==> config.mk <==
export PLATFORM = sky130hd
export DESIGN_NAME = mem_access_ctrl
export DESIGN_NICKNAME = d
export VERILOG_FILES = /design/src/rtl/mem_if_pkg.sv /design/src/rtl/mem_wait_counter.sv /design/src/rtl/mem_access_ctrl.sv
export SDC_FILE = /design/constraint.sdc
export NUM_CORES = 1
export LEC_CHECK = 0
export BUFFER_PORTS_ARGS = -buffer_cell sky130_fd_sc_hd__buf_2
export CAP_MARGIN = 5
export CORE_MARGIN = 4
export CORE_UTILIZATION = 40
export DETAILED_ROUTE_END_ITERATION = 8
export GPL_TIMING_DRIVEN = 0
export HOLD_SLACK_MARGIN = 0.02
export MAX_ROUTING_LAYER = met4
export PLACE_DENSITY_LB_ADDON = 0.05
export SETUP_SLACK_MARGIN = 0.05
export SLEW_MARGIN = 15
export SYNTH_ARGS = -nofsm -noshare
export SYNTH_HDL_FRONTEND = slang
export SYNTH_SLANG_ARGS = --single-unit
==> constraint.sdc <==
create_clock -name clock -period 1.92 [get_ports clock]
set_input_delay 0.288 -clock clock [delete_from_list [all_inputs] [get_ports clock]]
set_output_delay 0.288 -clock clock [all_outputs]
set_load 0.02 [all_outputs]
==> src/rtl/mem_if_pkg.sv <==
// Shared defaults and FSM state encoding for the CPU<->RAM initiator.
package mem_if_pkg;

  localparam int unsigned ADDR_W_DEF = 9;
  localparam int unsigned DATA_W_DEF = 32;
  localparam int unsigned CNT_W      = 4;

  typedef logic [1:0] state_t;

  localparam state_t IDLE   = 2'd0;
  localparam state_t SETUP  = 2'd1;
  localparam state_t ACCESS = 2'd2;
  localparam state_t DONE   = 2'd3;

endpackage

==> src/rtl/mem_wait_counter.sv <==
// Loadable 4-bit down-counter with zero flag; holds at zero instead of wrapping.
module mem_wait_counter
  import mem_if_pkg::*;
(
  input  logic             clk_i,
  input  logic             rst_ni,
  input  logic             load_i,
  input  logic [CNT_W-1:0] load_val_i,
  input  logic             dec_i,
  output logic             zero_o
);

  logic [CNT_W-1:0] cnt_q, cnt_d;

  always_comb begin
    cnt_d = cnt_q;
    if (load_i) begin
      cnt_d = load_val_i;
    end else if (dec_i && (cnt_q != '0)) begin
      cnt_d = cnt_q - 1'b1;
    end
  end

  always_ff @(posedge clk_i or negedge rst_ni) begin
    if (!rst_ni) begin
      cnt_q <= '0;
    end else begin
      cnt_q <= cnt_d;
    end
  end

  assign zero_o = (cnt_q == '0);

endmodule

==> src/rtl/mem_access_ctrl.sv <==
// MAR/MDR owner and RAM strobe sequencer with programmable wait states.
// Optional address range fault enabled by `define MEM_RANGE_CHECK_EN.
module mem_access_ctrl
  import mem_if_pkg::*;
#(
  parameter int unsigned ADDR_W      = ADDR_W_DEF,
  parameter int unsigned DATA_W      = DATA_W_DEF,
  parameter int unsigned WAIT_CYCLES = 2
`ifdef MEM_RANGE_CHECK_EN
  ,
  parameter int unsigned MEM_WORDS   = 512
`endif
) (
  input  logic              clock,
  input  logic              clear,
  input  logic              MARin,
  input  logic              MDRin,
  input  logic [DATA_W-1:0] BusMuxOut,
  input  logic              mem_start,
  input  logic              mem_we,
  output logic              mem_busy,
  output logic              mem_done,
  output logic              mem_err,
  output logic              ram_read,
  output logic              ram_write,
  output logic [ADDR_W-1:0] ram_address,
  output logic [DATA_W-1:0] ram_wdata,
  input  logic [DATA_W-1:0] Mdatain,
  output logic [DATA_W-1:0] BusMuxIn_MDR
);

  localparam logic [CNT_W-1:0] LoadVal = CNT_W'(WAIT_CYCLES - 1);

  state_t            state_q, state_d;
  logic [ADDR_W-1:0] mar_q;
  logic [DATA_W-1:0] mdr_q;
  logic              we_q;
  logic              cnt_zero;
  logic              range_fault;

  mem_wait_counter u_wait_counter (
    .clk_i      (clock),
    .rst_ni     (clear),
    .load_i     (state_q == SETUP),
    .load_val_i (LoadVal),
    .dec_i      (state_q == ACCESS),
    .zero_o     (cnt_zero)
  );

`ifdef MEM_RANGE_CHECK_EN
  logic err_q;

  assign range_fault = (32'(mar_q) >= MEM_WORDS);

  // Fault is flagged while leaving SETUP, so err_q is high exactly in DONE.
  always_ff @(posedge clock or negedge clear) begin
    if (!clear) begin
      err_q <= 1'b0;
    end else begin
      err_q <= (state_q == SETUP) && range_fault;
    end
  end

  assign mem_err = err_q;
`else
  assign range_fault = 1'b0;
  assign mem_err     = 1'b0;
`endif

  always_comb begin
    state_d = state_q;
    unique case (state_q)
      IDLE:    if (mem_start) state_d = SETUP;
      SETUP:   state_d = range_fault ? DONE : ACCESS;
      ACCESS:  if (cnt_zero) state_d = DONE;
      DONE:    state_d = IDLE;
      default: state_d = IDLE;
    endcase
  end

  always_ff @(posedge clock or negedge clear) begin
    if (!clear) begin
      state_q <= IDLE;
      mar_q   <= '0;
      mdr_q   <= '0;
      we_q    <= 1'b0;
    end else begin
      state_q <= state_d;
      if (state_q == IDLE) begin
        if (MARin)     mar_q <= BusMuxOut[ADDR_W-1:0];
        if (MDRin)     mdr_q <= BusMuxOut;
        if (mem_start) we_q  <= mem_we;
      end
      // Capture on the edge that ends ACCESS, while the read strobe is still high.
      if ((state_q == ACCESS) && cnt_zero && !we_q) begin
        mdr_q <= Mdatain;
      end
    end
  end

  assign mem_busy     = (state_q != IDLE);
  assign mem_done     = (state_q == DONE);
  assign ram_read     = (state_q == ACCESS) && !we_q;
  assign ram_write    = (state_q == ACCESS) && we_q;
  assign ram_address  = mar_q;
  assign ram_wdata    = mdr_q;
  assign BusMuxIn_MDR = mdr_q;

endmodule

==> key figures <==
Timing
  • Final setup vio count: 0
  • Actual slew at the worst max-slew pin: 614 ps
  • RSZ-0062 raised after global routing: false
  • Clock Skew: 12.0 ps
  • Fin Hold WS: -2.04 ps
  • Minimum clock period after layout: 1750 ps
  • Max-slew violation count: 0
  • Setup TNS: 0 ps
  • Fmax achieved: 0.572 GHz
  • Final period util: 0.911
  • Fin worst setup slack: 170 ps
  • Final Hold Fails: 2
  • Slew HR: 0.591

Floorplanning
  • Die Y: 92.4 um
  • Ports: 148
  • Die W: 92.4 um
  • DIE AREA: 0.00853 sq mm
  • Starting Density: 0.414
  • Row Count: 30
  • Core Region: 0.00687 sq mm

Clock network
  • Clock latency on the worst-skew pair: 300 ps
  • H-tree levels: 2
  • Clk sinks: 48
  • Worst-path clk slew: 90 ps
  • Clk buf depth: 2
  • Hold Buf Count CTS: 0
  • CTS tree: done
  • Clock buffer count from CTS: 5
  • Root Driver: clkbuf_8

Finish
  • Fill cell count: 608
  • Nets@finish: 429
  • Fraction of layout cells with a size suffix above 1: 0.779
  • Final antenna diode count: 0
  • Synthesis-to-layout area growth: 35.4%

Global route
  • Pin count of the biggest net entering global routing: 49
  • Initial antenna violation count: 0
  • Global route total overflow: 0
  • Vias in the first global route: 1981
  • Gr usage total: 0.145
  • First-pass GRT wire length: 9.79 mm

Job
  • # Max-Cap Violations: 0

Yosys
  • Mapped cell area: 0.00285 sq mm
  • Synthesized net count: 275
  • Mean area per synthesized cell: 14.3 sq um
  • Yosys reg bits: 48
  • Post-Syn Instances: 199
  • Synth warnings: 0
  • Yosys cell types: 23
  • Sequential-to-total area share from yosys stat: 0.422

Place
  • Post-DP HPWL: 4.69 mm
  • RePlAce Congestion: 0.736
  • Worst slack, placed: 74.0 ps
  • I/O Buffers: 146

Worst setup path
  • Crit path max fanout: 6
  • Startpoint types: register
  • Crit. End Element: output pin
  • Setup CP Type: reg -> out
  • WP data required: 1630 ps
  • Reg2reg setup slack: 190 ps
  • CP arrival: 1460 ps

Worst hold path
  • Worst hold path type: in -> async

Drt
  • Average wire per cell in the routed design: 13.6 um
  • DR DRC count: 0
  • Post-route antenna net violation count: 0
  • Drt initial violations: 20
  • Routed WL: 6.12 mm
  • Pre-antenna DRT Iters: 4
  • Via Count: 1954
  • Vias per Instance: 4.35

Pwr
  • PnR Total Power: 7.40 mW
  • Peak supply drop: 0.000753 V
  • Lkg Pwr: 2.16 nW
  • Power Dens Cells: 1920 mW/mm^2

Status
  • Outcome: complete, but fails checks
  • Failing checks: hold timing
-- cell usage in the layout, fill, tap and decap left out, types with 2 or more instances in the layout --
cell	synthesis	layout
inv_1	7	7
nand2_2	2	2
nor2_1	2	2
bufinv_16	0	2
mux2_4	60	60
nand2_1	4	4
mux2_2	15	15
ha_1	6	4
o22a_1	2	2
buf_4	33	35
buf_6	6	6
dfrtp_1	48	48
buf_2	0	145
o21ai_0	2	2
clkbuf_8	0	5
-- path summary, 6_finish.rpt --
check	startpoint	endpoint	cells past startpoint
max	state_q[0]	ram_read	4
min reg2reg	ram_address[7]	ram_address[7]	1
max reg2reg	state_q[0]	BusMuxIn_MDR[21]	6
min	clear	BusMuxIn_MDR[7]	1
min in group clock	Mdatain[17]	BusMuxIn_MDR[17]	2
max in group asynchronous	clear	BusMuxIn_MDR[21]	1
-- registers in the layout, indices dropped and copies added (netlist names) --
register / cells
we_q: 1
u_wait_counter.cnt_q: 4
ram_address: 9
BusMuxIn_MDR: 32
state_q: 2
-- cell usage after synthesis --
master	instances	area [sq um]
a211o_1	1	8.76
a21oi_1	1	5.00
and2_1	1	6.26
buf_4	33	248
buf_6	6	67.6
conb_1	1	3.75
dfrtp_1	48	1200
ha_1	6	75.1
inv_1	7	26.3
mux2_2	15	169
mux2_4	60	901
mux2i_1	1	10.0
nand2_1	4	15.0
nand2_2	2	12.5
nor2_1	2	7.51
nor2b_1	2	12.5
nor3_1	1	5.00
nor3b_4	1	18.8
nor4b_1	1	8.76
o21ai_0	2	10.0
o22a_1	2	17.5
o41ai_1	1	8.76
or3b_2	1	8.76
-- metal layers --
metal / GRT usage / part of all wire / vias to the layer above
met4: 0.0297 / 0.0047 / 0
met2: 0.229 / 0.47 / 77
li1: - / - / 956
met3: 0.0374 / 0.074 / 2
met1: 0.191 / 0.45 / 919
met5: - / 0 / -
-- critical path, cell delays in order, from the launching register on --
cell and delay [ps]:
dfrtp_1 420, inv_1 140, ha_2 250, nor2b_2 190, buf_2 180
-- where the power goes --
part / internal [mW] / switching [mW] / leakage, nW
Combinational: 2.52 / 2.12 / 1.53
Sequential: 1.53 / 0.387 / 0.566
Clock: 0.513 / 0.337 / 0.0642
Total: 4.56 / 2.85 / 2.16
-- kinds of logic after synthesis --
family                   Yosys count  synth area share
multiplexers                      76             0.379
AO/OA/AOI/OAI                      7            0.0176
adder cells (fa/ha/maj)            6            0.0264
other                              1           0.00132
buffers and inverters             46             0.120
flip-flops                        48             0.422
AND/OR/NAND/NOR                   15            0.0334
-- final cells by class --
| class | instances | area (sq um) | share of cell area |
|---|---|---|---|
| plain buffers | 39 | 315 | 0.0818 |
| clock buffers | 5 | 68.8 | 0.0179 |
| clock inverters | 2 | 60.1 | 0.0156 |
| inverters | 7 | 26.3 | 0.00682 |
| multi-input cells | 105 | 1320 | 0.343 |
| flip-flops and latches | 48 | 1200 | 0.312 |
| well taps | 96 | 120 | 0.0312 |
| repair buffers | 147 | 741 | 0.192 |
-- timing repair --
item                                    in CTS  in global routing
endpoints found under the setup margin       0                 31
resized for setup                            0                  3
buffers inserted                             0                  1
-- through the flow --
stage / area, sq um / cells / utilization
detailed placement: 3700 / 441 / 0.539
CTS: 3830 / 448 / 0.557
floorplan: 2850 / 199 / -
finish: 3850 / 449 / 0.561
global placement: 3700 / 441 / 0.539
global route: 3850 / 449 / 0.561
No activity file was read; power rests on OpenSTA's default activity.
